## src/rtl/fetch_unit.sv

```systemverilog
// Small synchronous FIFO used as the fetch queue; head is read straight from the storage registers.
// Latency: a pushed entry is visible at the head the cycle after the push.
// Backpressure: the caller must not push when full or pop when empty; flush and reset empty it in one cycle.
//
// Ports: clk, reset (sync, active-high), flush (drop all entries), push_vld/push_dat (write),
//        pop_vld (advance head), head_dat (oldest entry), count (occupancy 0..DEPTH).
module fifo #(
    parameter int WIDTH = 64,
    parameter int DEPTH = 2   // power of two so the pointers wrap naturally
) (
    input  logic                           clk,
    input  logic                           reset,
    input  logic                           flush,
    input  logic                           push_vld,
    input  logic [WIDTH-1:0]               push_dat,
    input  logic                           pop_vld,
    output logic [WIDTH-1:0]               head_dat,
    output logic [$clog2(DEPTH+1)-1:0]     count
);
    localparam int AW = (DEPTH > 1) ? $clog2(DEPTH) : 1;
    localparam int CW = $clog2(DEPTH + 1);
    localparam logic [AW-1:0] PTR_ONE = AW'(1);
    localparam logic [CW-1:0] CNT_ONE = CW'(1);

    logic [WIDTH-1:0] mem [DEPTH];
    logic [AW-1:0]    wr_ptr;
    logic [AW-1:0]    rd_ptr;

    assign head_dat = mem[rd_ptr];

    always_ff @(posedge clk) begin
        if (reset || flush) begin
            wr_ptr <= '0;
            rd_ptr <= '0;
            count  <= '0;
        end else begin
            if (push_vld) begin
                mem[wr_ptr] <= push_dat;
                wr_ptr      <= wr_ptr + PTR_ONE;
            end
            if (pop_vld) begin
                rd_ptr <= rd_ptr + PTR_ONE;
            end
            case ({push_vld, pop_vld})
                2'b10:   count <= count + CNT_ONE;
                2'b01:   count <= count - CNT_ONE;
                default: count <= count;
            endcase
        end
    end
endmodule

// Instruction fetch front end: owns the PC, issues one word read at a time, queues up to 2 returned words.
// Latency: request in the cycle it is issued; with 1-cycle memory a word reaches `instr` 2 cycles after its request.
// Backpressure: instr_ready low lets the queue fill; no request is issued while 2 words are held.
//
// Ports: clk, reset (sync, active-high); imem_req/imem_addr -> memory, imem_rvalid/imem_rdata <- memory;
//        instr/instr_pc/instr_valid/instr_ready towards decode; redirect/redirect_pc from the branch unit.
module fetch_unit #(
    parameter logic [31:0] RESET_PC  = 32'h0000_0000,
    parameter logic [31:0] NOP_INSTR = 32'h0000_0013
) (
    input  logic        clk,
    input  logic        reset,
    output logic        imem_req,
    output logic [31:0] imem_addr,
    input  logic        imem_rvalid,
    input  logic [31:0] imem_rdata,
    output logic [31:0] instr,
    output logic [31:0] instr_pc,
    output logic        instr_valid,
    input  logic        instr_ready,
    input  logic        redirect,
    input  logic [31:0] redirect_pc
);
    // IDLE: nothing outstanding. WAIT: live request outstanding.
    // DROP: request outstanding that was overtaken by a redirect; its data is thrown away.
    typedef enum logic [1:0] {IDLE, WAIT, DROP} state_t;

    typedef struct packed {
        logic [31:0] pc;
        logic [31:0] instr;
    } fetch_entry_t;

    state_t       state;
    logic [31:0]  fetch_pc;
    logic [31:0]  req_pc;
    logic [31:0]  target_pc;
    logic [1:0]   count;
    logic         push_vld;
    logic         pop_vld;
    fetch_entry_t push_dat;
    fetch_entry_t head_dat;

    assign target_pc = redirect_pc & 32'hFFFF_FFFC;

    // Only one request in flight, and only when the queue can absorb its reply.
    assign imem_req  = (state == IDLE) && !reset && !redirect && (count < 2'd2);
    assign imem_addr = fetch_pc;

    // A redirect kills both the queue contents and any response landing in the same cycle.
    assign push_vld = (state == WAIT) && imem_rvalid && !redirect;
    assign pop_vld  = instr_valid && instr_ready && !redirect;
    assign push_dat = '{pc: req_pc, instr: imem_rdata};

    fifo #(
        .WIDTH ($bits(fetch_entry_t)),
        .DEPTH (2)
    ) u_queue (
        .clk      (clk),
        .reset    (reset),
        .flush    (redirect),
        .push_vld (push_vld),
        .push_dat (push_dat),
        .pop_vld  (pop_vld),
        .head_dat (head_dat),
        .count    (count)
    );

    // Decode-facing outputs depend only on queue registers.
    assign instr_valid = (count != 2'd0);
    assign instr       = instr_valid ? head_dat.instr : NOP_INSTR;
    assign instr_pc    = instr_valid ? head_dat.pc    : 32'h0;

    always_ff @(posedge clk) begin
        if (reset) begin
            state    <= IDLE;
            fetch_pc <= RESET_PC;
            req_pc   <= 32'h0;
        end else if (redirect) begin
            fetch_pc <= target_pc;
            case (state)
                IDLE:    state <= IDLE;
                // Outstanding request is now stale; if its reply is here already, just drop it.
                WAIT:    state <= imem_rvalid ? IDLE : DROP;
                DROP:    state <= imem_rvalid ? IDLE : DROP;
                default: state <= IDLE;
            endcase
        end else begin
            case (state)
                IDLE: begin
                    if (imem_req) begin
                        req_pc   <= fetch_pc;
                        fetch_pc <= fetch_pc + 32'd4;
                        state    <= WAIT;
                    end
                end
                WAIT: begin
                    if (imem_rvalid) begin
                        state <= IDLE;
                    end
                end
                DROP: begin
                    if (imem_rvalid) begin
                        state <= IDLE;
                    end
                end
                default: state <= IDLE;
            endcase
        end
    end
endmodule
```

## config.mk

```make
export PLATFORM = sky130hd
export DESIGN_NAME = fetch_unit
export DESIGN_NICKNAME = d
export VERILOG_FILES = /design/src/rtl/fetch_unit.sv
export SDC_FILE = /design/constraint.sdc
export NUM_CORES = 1
export LEC_CHECK = 0
export ABC_AREA = 1
export ABC_CLOCK_PERIOD_IN_PS = 5850
export CAP_MARGIN = 40
export CORE_ASPECT_RATIO = 1.1
export CORE_MARGIN = 2
export CORE_UTILIZATION = 46
export DETAILED_ROUTE_END_ITERATION = 7
export PLACE_DENSITY_LB_ADDON = 0.12
export SYNTH_ARGS = -nofsm -noshare
export SYNTH_HDL_FRONTEND = slang
export SYNTH_SLANG_ARGS = --single-unit
```

## constraint.sdc

```tcl
create_clock -name clk -period 5.85 [get_ports clk]
set_clock_uncertainty 0.05 [all_clocks]
set_input_delay 0.8775 -clock clk [delete_from_list [all_inputs] [get_ports clk]]
set_output_delay 0.8775 -clock clk [all_outputs]
set_load 0.01 [all_outputs]
```

== Word level (Yosys, flattened, before mapping) ==
Memory sizes are Yosys's and may differ from the RTL's. A register that Yosys moved wholly into a read port is not among the register bits.
Cells that the tools add are included.
Widths: inputs -> output; s select.

* Bits in registers: 70
* RAM bits: 128
* Bits of input ports: 69
* Output and inout port bits: 98
* Memories kept: 1

{| class="wikitable"
|+ Memories
! name !! depth !! bits a word !! rd ports !! clocked after memory_dff !! write ports !! line !! source
|-
| u_queue.mem || 2 || 64 || 1 || 1 || 1 || 25 || <nowiki>logic [WIDTH-1:0] mem [DEPTH];</nowiki>
|}

* Add/sub/neg operators: 5
* $lt $le $gt $ge: 1
* Equal/unequal tests: 6
* Multiplexer cells: 17
* Bitwise logic cells: 1
* Reductions and logical operators: 21

{| class="wikitable"
|+ Operator list
! operator !! count
|-
| $mux 32 || 5
|-
| $add 32x3->32 const B || 1
|-
| $mux 2 || 5
|-
| $pmux 2 s2 || 2
|-
| $reduce_bool 2->1 || 4
|-
| $logic_and 1x1->1 || 7
|-
| $reduce_and 2->1 || 3
|-
| $mux 1 || 5
|-
| $eq 2x1->1 const B || 2
|-
| $eq 2x2->1 const B || 2
|-
| $reduce_or 2->1 || 2
|-
| $ne 3x1->1 const B || 1
|-
| $ne 3x3->1 const B || 1
|-
| $reduce_and 3->1 || 1
|-
| $add 1x1->1 const B || 2
|-
| $add 2x1->2 const B || 1
|-
| $logic_not 1->1 || 2
|-
| $logic_not 2->1 || 1
|-
| $lt 2x2->1 const B || 1
|-
| $sub 2x1->2 const B || 1
|-
| $logic_or 1x1->1 || 1
|-
| $not 1->1 || 1
|}

== Logic depth before layout (Yosys ltp) ==
* Depth in word-level cells: 7
* Depth in mapped cells: 11
* Mapped depth without buffers: 11

== Hierarchy ==
From an unflattened synthesis, not the netlist that was laid out.

* Cells, all modules: 867
* Area, all modules: 9,051.2 um^2

{| class="wikitable"
|+ By module, submodules not included
! module !! instances !! cells each !! area each (um^2) !! sequential area each (um^2)
|-
| fifo || 1 || 231 || 5,143.7 || 3,943.8
|-
| fetch_unit || 1 || 636 || 3,907.5 || 1,241.2
|}

== Worst setup path after synthesis ==
Ideal clock, no wire load.

* Path kind: input to register
* Start point: input reset
* End point: memory u_queue.mem[0][0] (enable)
* Library setup time: 0.558 ns
* Data arrival time: 5.529 ns
* Data required time: 5.242 ns
* Setup slack: -0.287 ns
* Stages on the path: 3
* Cells stage by stage: buf_4 -> clkbuf_1 -> nor3_1

* Longest elaborated chain between the ends: 3

{| class="wikitable"
|+ RTL lines
! item !! line !! source
|-
| from (decl) || 64 || <nowiki>input logic reset,</nowiki>
|-
| $logic_or 1x1->1 || 32 || <nowiki>if (reset || flush) begin</nowiki>
|-
| $mux 1 || 32 ||
|-
| $mux 1 (not written as such) || 38 || <nowiki>mem[wr_ptr] <= push_dat;</nowiki>
|-
| to (decl) || 25 ||
|}

Every way passes these cells.

== Final worst setup path ==
* Start point: input redirect
* End point: output imem_req

* Longest elaborated chain between the ends: 3

{| class="wikitable"
|+ RTL lines
! item !! line !! source
|-
| from (decl) || 73 || <nowiki>input logic redirect,</nowiki>
|-
| $logic_not 1->1 || 98 || <nowiki>assign imem_req = (state == IDLE) && !reset && !redirect && (count < 2'd2);</nowiki>
|-
| $logic_and 1x1->1 (2 in a row) || 98 ||
|-
| to (decl) || 65 || <nowiki>output logic imem_req,</nowiki>
|}

Every way passes these cells.

==> run_results.csv <==
group,metric,value,unit
outcome,run_status,"finished, final reports clean",
clocking,cts.sink_count,191,
die,design.portCount,167,
drt,ant_nets,0,
critical_path,end_kind,"output pin",
synth,synth_seq_cells,191,
critical_path,cp_data_arrival_time,2.81,ns
layout,layout-drive-gt1-share,6.00,%
critical_path,crit_top_cell,"sky130_fd_sc_hd__clkdlybuf4s50_1",
global_routing,overall_global_routing_resource_usage,20.1,%
critical_path,cp_data_required_time,4.92,ns
clocking,cts_made_buffers,17,
sta,slew_headroom,49.8,%
sta,achievable-frequency,268,MHz
global_routing,grt_first_pass_wirelength,29100,um
drt,detailedRoute.firstPassIterationCount,4,
critical_path,cp_slowest_cell,"sky130_fd_sc_hd__clkdlybuf4s50_1",
layout,finalNetCount,1094,
clocking,clk_transition_reported_paths,0.06,ns
placed_design,place.detailed.instances,1236,
placed_design,globalplace.congestion,0.830,
global_routing,antenna_violations_before_repair,0,
synth,syn-cell-area,0.00812,mm^2
critical_path,worst_path_largest_cell_delay,0.54,ns
drt,detail_route.iter0.violations,375,
synth,avgSynthCellArea,9.30,um^2
drt,routedWlPerCell,14.6,um
clocking,clock_tree.buffer_depth,2,
die,placeableCoreArea,0.0171,mm^2
synth,ys_seq_area_share,62.3,%
clocking,cts_root_buf,"sky130_fd_sc_hd__clkbuf_16",
sta,finalHoldViolCount,0,
die,die-height,143,um
layout,antenna_cells,0,
die,die_width,131,um
synth,netlist.top_cell.by_area,"sky130_fd_sc_hd__edfxtp_1",
placed_design,buffer_ports.inserted,160,
clocking,tritoncts,"yes",
run,max_cap_violations,0,
sta,worstMarginPinSlew,0.751,ns
drt,number_of_vias_per_cell,4.92,
critical_path,count_of_buffering_cells_on_the_critical_path_with_inverters_included,4,
synth,yosysTopAreaCellShare,45.8,%
hold_path,hold_path_class,"flip-flop to flip-flop",
die,die_area,0.0187,mm^2
die,floorplan.initialDensity,47.4,%
power_and_ir_drop,cellPowerDensity,272,mW/mm^2
layout,footprint_of_the_multi_input_gates,0.00261,mm^2
synth,synth.lib_cells_used.distinct,35,
sta,final.min_clock_period,3.73,ns
drt,routed-via-count,6234,
power_and_ir_drop,power.static_leakage,3.89,nW
clocking,post_cts_hold_buffer_count,0,
global_routing,grt_max_degree,63,
global_routing,grt_pass1_vias,5837,
critical_path,start_kind,"input pin",
critical_path,cp_top_family,"buffers and inverters",
layout,layout.area.seq,0.00507,mm^2
critical_path,timing.critical_path.cells,"clkdlybuf4s50_1 -> buf_4 -> nor2_8 -> nand3_4 -> inv_2 -> clkdlybuf4s50_1",
synth,ys.warnings.count,0,
critical_path,worst-path-max-fanout,36,
layout,non_filler_cells_final,1268,
global_routing,gr-total-overflow,0,
sta,finalSetupViolations,0,
synth,synth_area_leaders,"sky130_fd_sc_hd__edfxtp_1, sky130_fd_sc_hd__dfxtp_1, sky130_fd_sc_hd__nand2_1",
layout,syn2layout_area_growth,29.3,%
clocking,post_cts_sizing,0,
sta,post-route-period-util,63.8,%
synth,post_synth_inst_count,874,
clocking,post_cts.repair.setup_buffers,0,
drt,detail_route.drc_violations,0,
die,row_count,50,
clocking,clock_latency,0.42,ns
clocking,htreeDepth,4,
drt,postRouteWirelength,18500,um
sta,holdWs,0.404,ns
critical_path,critical_setup_path_class,"input pin to output pin",
sta,final_number_of_max_transition_violations,0,
placed_design,hpwl,12000,um
power_and_ir_drop,worst_ir_drop_vdd,0.197,mV
layout,fillers,1508,
sta,grt_setup_unrepaired,"false",
==> cells by family after synthesis <==
kind of cell / synth area share (%)
AOI/OAI and AO/OA: 9.52
xor gates and xnor gates: 0.216
adders and majority gates: 0.616
buffers and inverters: 5.85
DFF: 62.3
other: 0.0462
and+or+nand+nor: 21.4
==> cells in the mapped netlist, drive strengths merged <==
library cell and n:
o21ai 37, nand4 6, a31oi 5, conb 1, xor2 2, clkbuf 24, edfxtp 124, o31ai 1
o211ai 2, o211a 1, a22oi 1, nand3 42, o22ai 1, nand2 261, nor2 91, nand3b 5
a211oi 4, or2 1, dfxtp 67, inv 65, ha 4, a21oi 96, buf 21, nor3 12
==> where the power goes <==
part,internal (mW),switching [mW],total (mW)
clock network,0.657,0.503,1.16
logic,0.0989,0.101,0.200
registers,1.47,0.0321,1.50
==> cells in the final DEF (no fill, tap or decap), types with 2 or more instances in the layout <==
master / synthesis / routed
sky130_fd_sc_hd__a211oi_1: 4 / 4
sky130_fd_sc_hd__a21oi_1: 96 / 96
sky130_fd_sc_hd__a31oi_1: 5 / 5
sky130_fd_sc_hd__buf_4: 9 / 9
sky130_fd_sc_hd__clkbuf_16: 0 / 18
sky130_fd_sc_hd__clkbuf_8: 0 / 3
sky130_fd_sc_hd__clkdlybuf4s50_1: 0 / 159
sky130_fd_sc_hd__clkinvlp_4: 0 / 2
sky130_fd_sc_hd__conb_1: 1 / 4
sky130_fd_sc_hd__dfxtp_1: 67 / 66
sky130_fd_sc_hd__edfxtp_1: 124 / 124
sky130_fd_sc_hd__ha_1: 4 / 4
sky130_fd_sc_hd__inv_1: 62 / 62
sky130_fd_sc_hd__inv_2: 3 / 3
sky130_fd_sc_hd__inv_6: 0 / 7
sky130_fd_sc_hd__nand2_1: 259 / 259
sky130_fd_sc_hd__nand3_1: 41 / 41
sky130_fd_sc_hd__nand3b_1: 5 / 5
sky130_fd_sc_hd__nand4_1: 6 / 6
sky130_fd_sc_hd__nor2_1: 83 / 82
sky130_fd_sc_hd__nor2_2: 5 / 5
sky130_fd_sc_hd__nor2_4: 2 / 3
sky130_fd_sc_hd__nor3_1: 12 / 10
sky130_fd_sc_hd__nor3_2: 0 / 2
sky130_fd_sc_hd__o211ai_1: 2 / 2
sky130_fd_sc_hd__o21ai_0: 35 / 35
sky130_fd_sc_hd__o21ai_1: 2 / 2
sky130_fd_sc_hd__xor2_1: 2 / 2
==> layer usage <==
metal	track usage, %	routed length, um	vias to the layer above
met5	0	0	-
met4	6.27	246	0
met3	3.91	1080	18
met2	32.6	8630	180
met1	27.4	8590	2832
li1	-	-	3204
==> metrics by stage <==
stage	worst slack, ns	total power, mW	instance area (um^2)	util, %	setup TNS, ns
after CTS	2.08	2.88	10500	61.3	0
after global placement	2.10	1.72	9880	57.6	0
final	2.12	2.86	10500	61.3	0
after global routing	1.96	2.97	10500	61.3	0
after floorplan	-0.287	1.62	8140	-	-35.60
after detailed placement	2.09	1.73	9900	57.8	0
==> layout make-up <==
type / count / area share (%)
clock buffers: 21 / 4.68
multi-input cells: 576 / 24.9
inverters: 65 / 2.32
well taps: 234 / 2.79
repair buffers: 170 / 16.0
flip-flops and latches: 191 / 48.2
clock inverters: 11 / 1.07
==> state kept, by name, summed over array words and instances, names as in the netlist, named ones only <==
register,cells
u_queue.rd_ptr,1
u_queue.mem,124
u_queue.count,2
req_pc,30
u_queue.wr_ptr,1
imem_addr,30
state,2
==> worst paths after layout <==
kind / start / endpoint / slack [ns] / cells past startpoint
setup reg to reg: u_queue.count[0]$_SDFFE_PP0P_ / u_queue.count[1]$_SDFFE_PP0P_ / 3.45 / 9
hold / removal: req_pc[18]$_SDFFE_PP0P_ / u_queue.mem[1][50]$_DFFE_PP_ / 0.40 / 0
hold reg to reg: req_pc[18]$_SDFFE_PP0P_ / u_queue.mem[1][50]$_DFFE_PP_ / 0.40 / 0
setup / recovery: redirect / imem_req / 2.12 / 6
No activity file was read; power rests on OpenSTA's default activity.
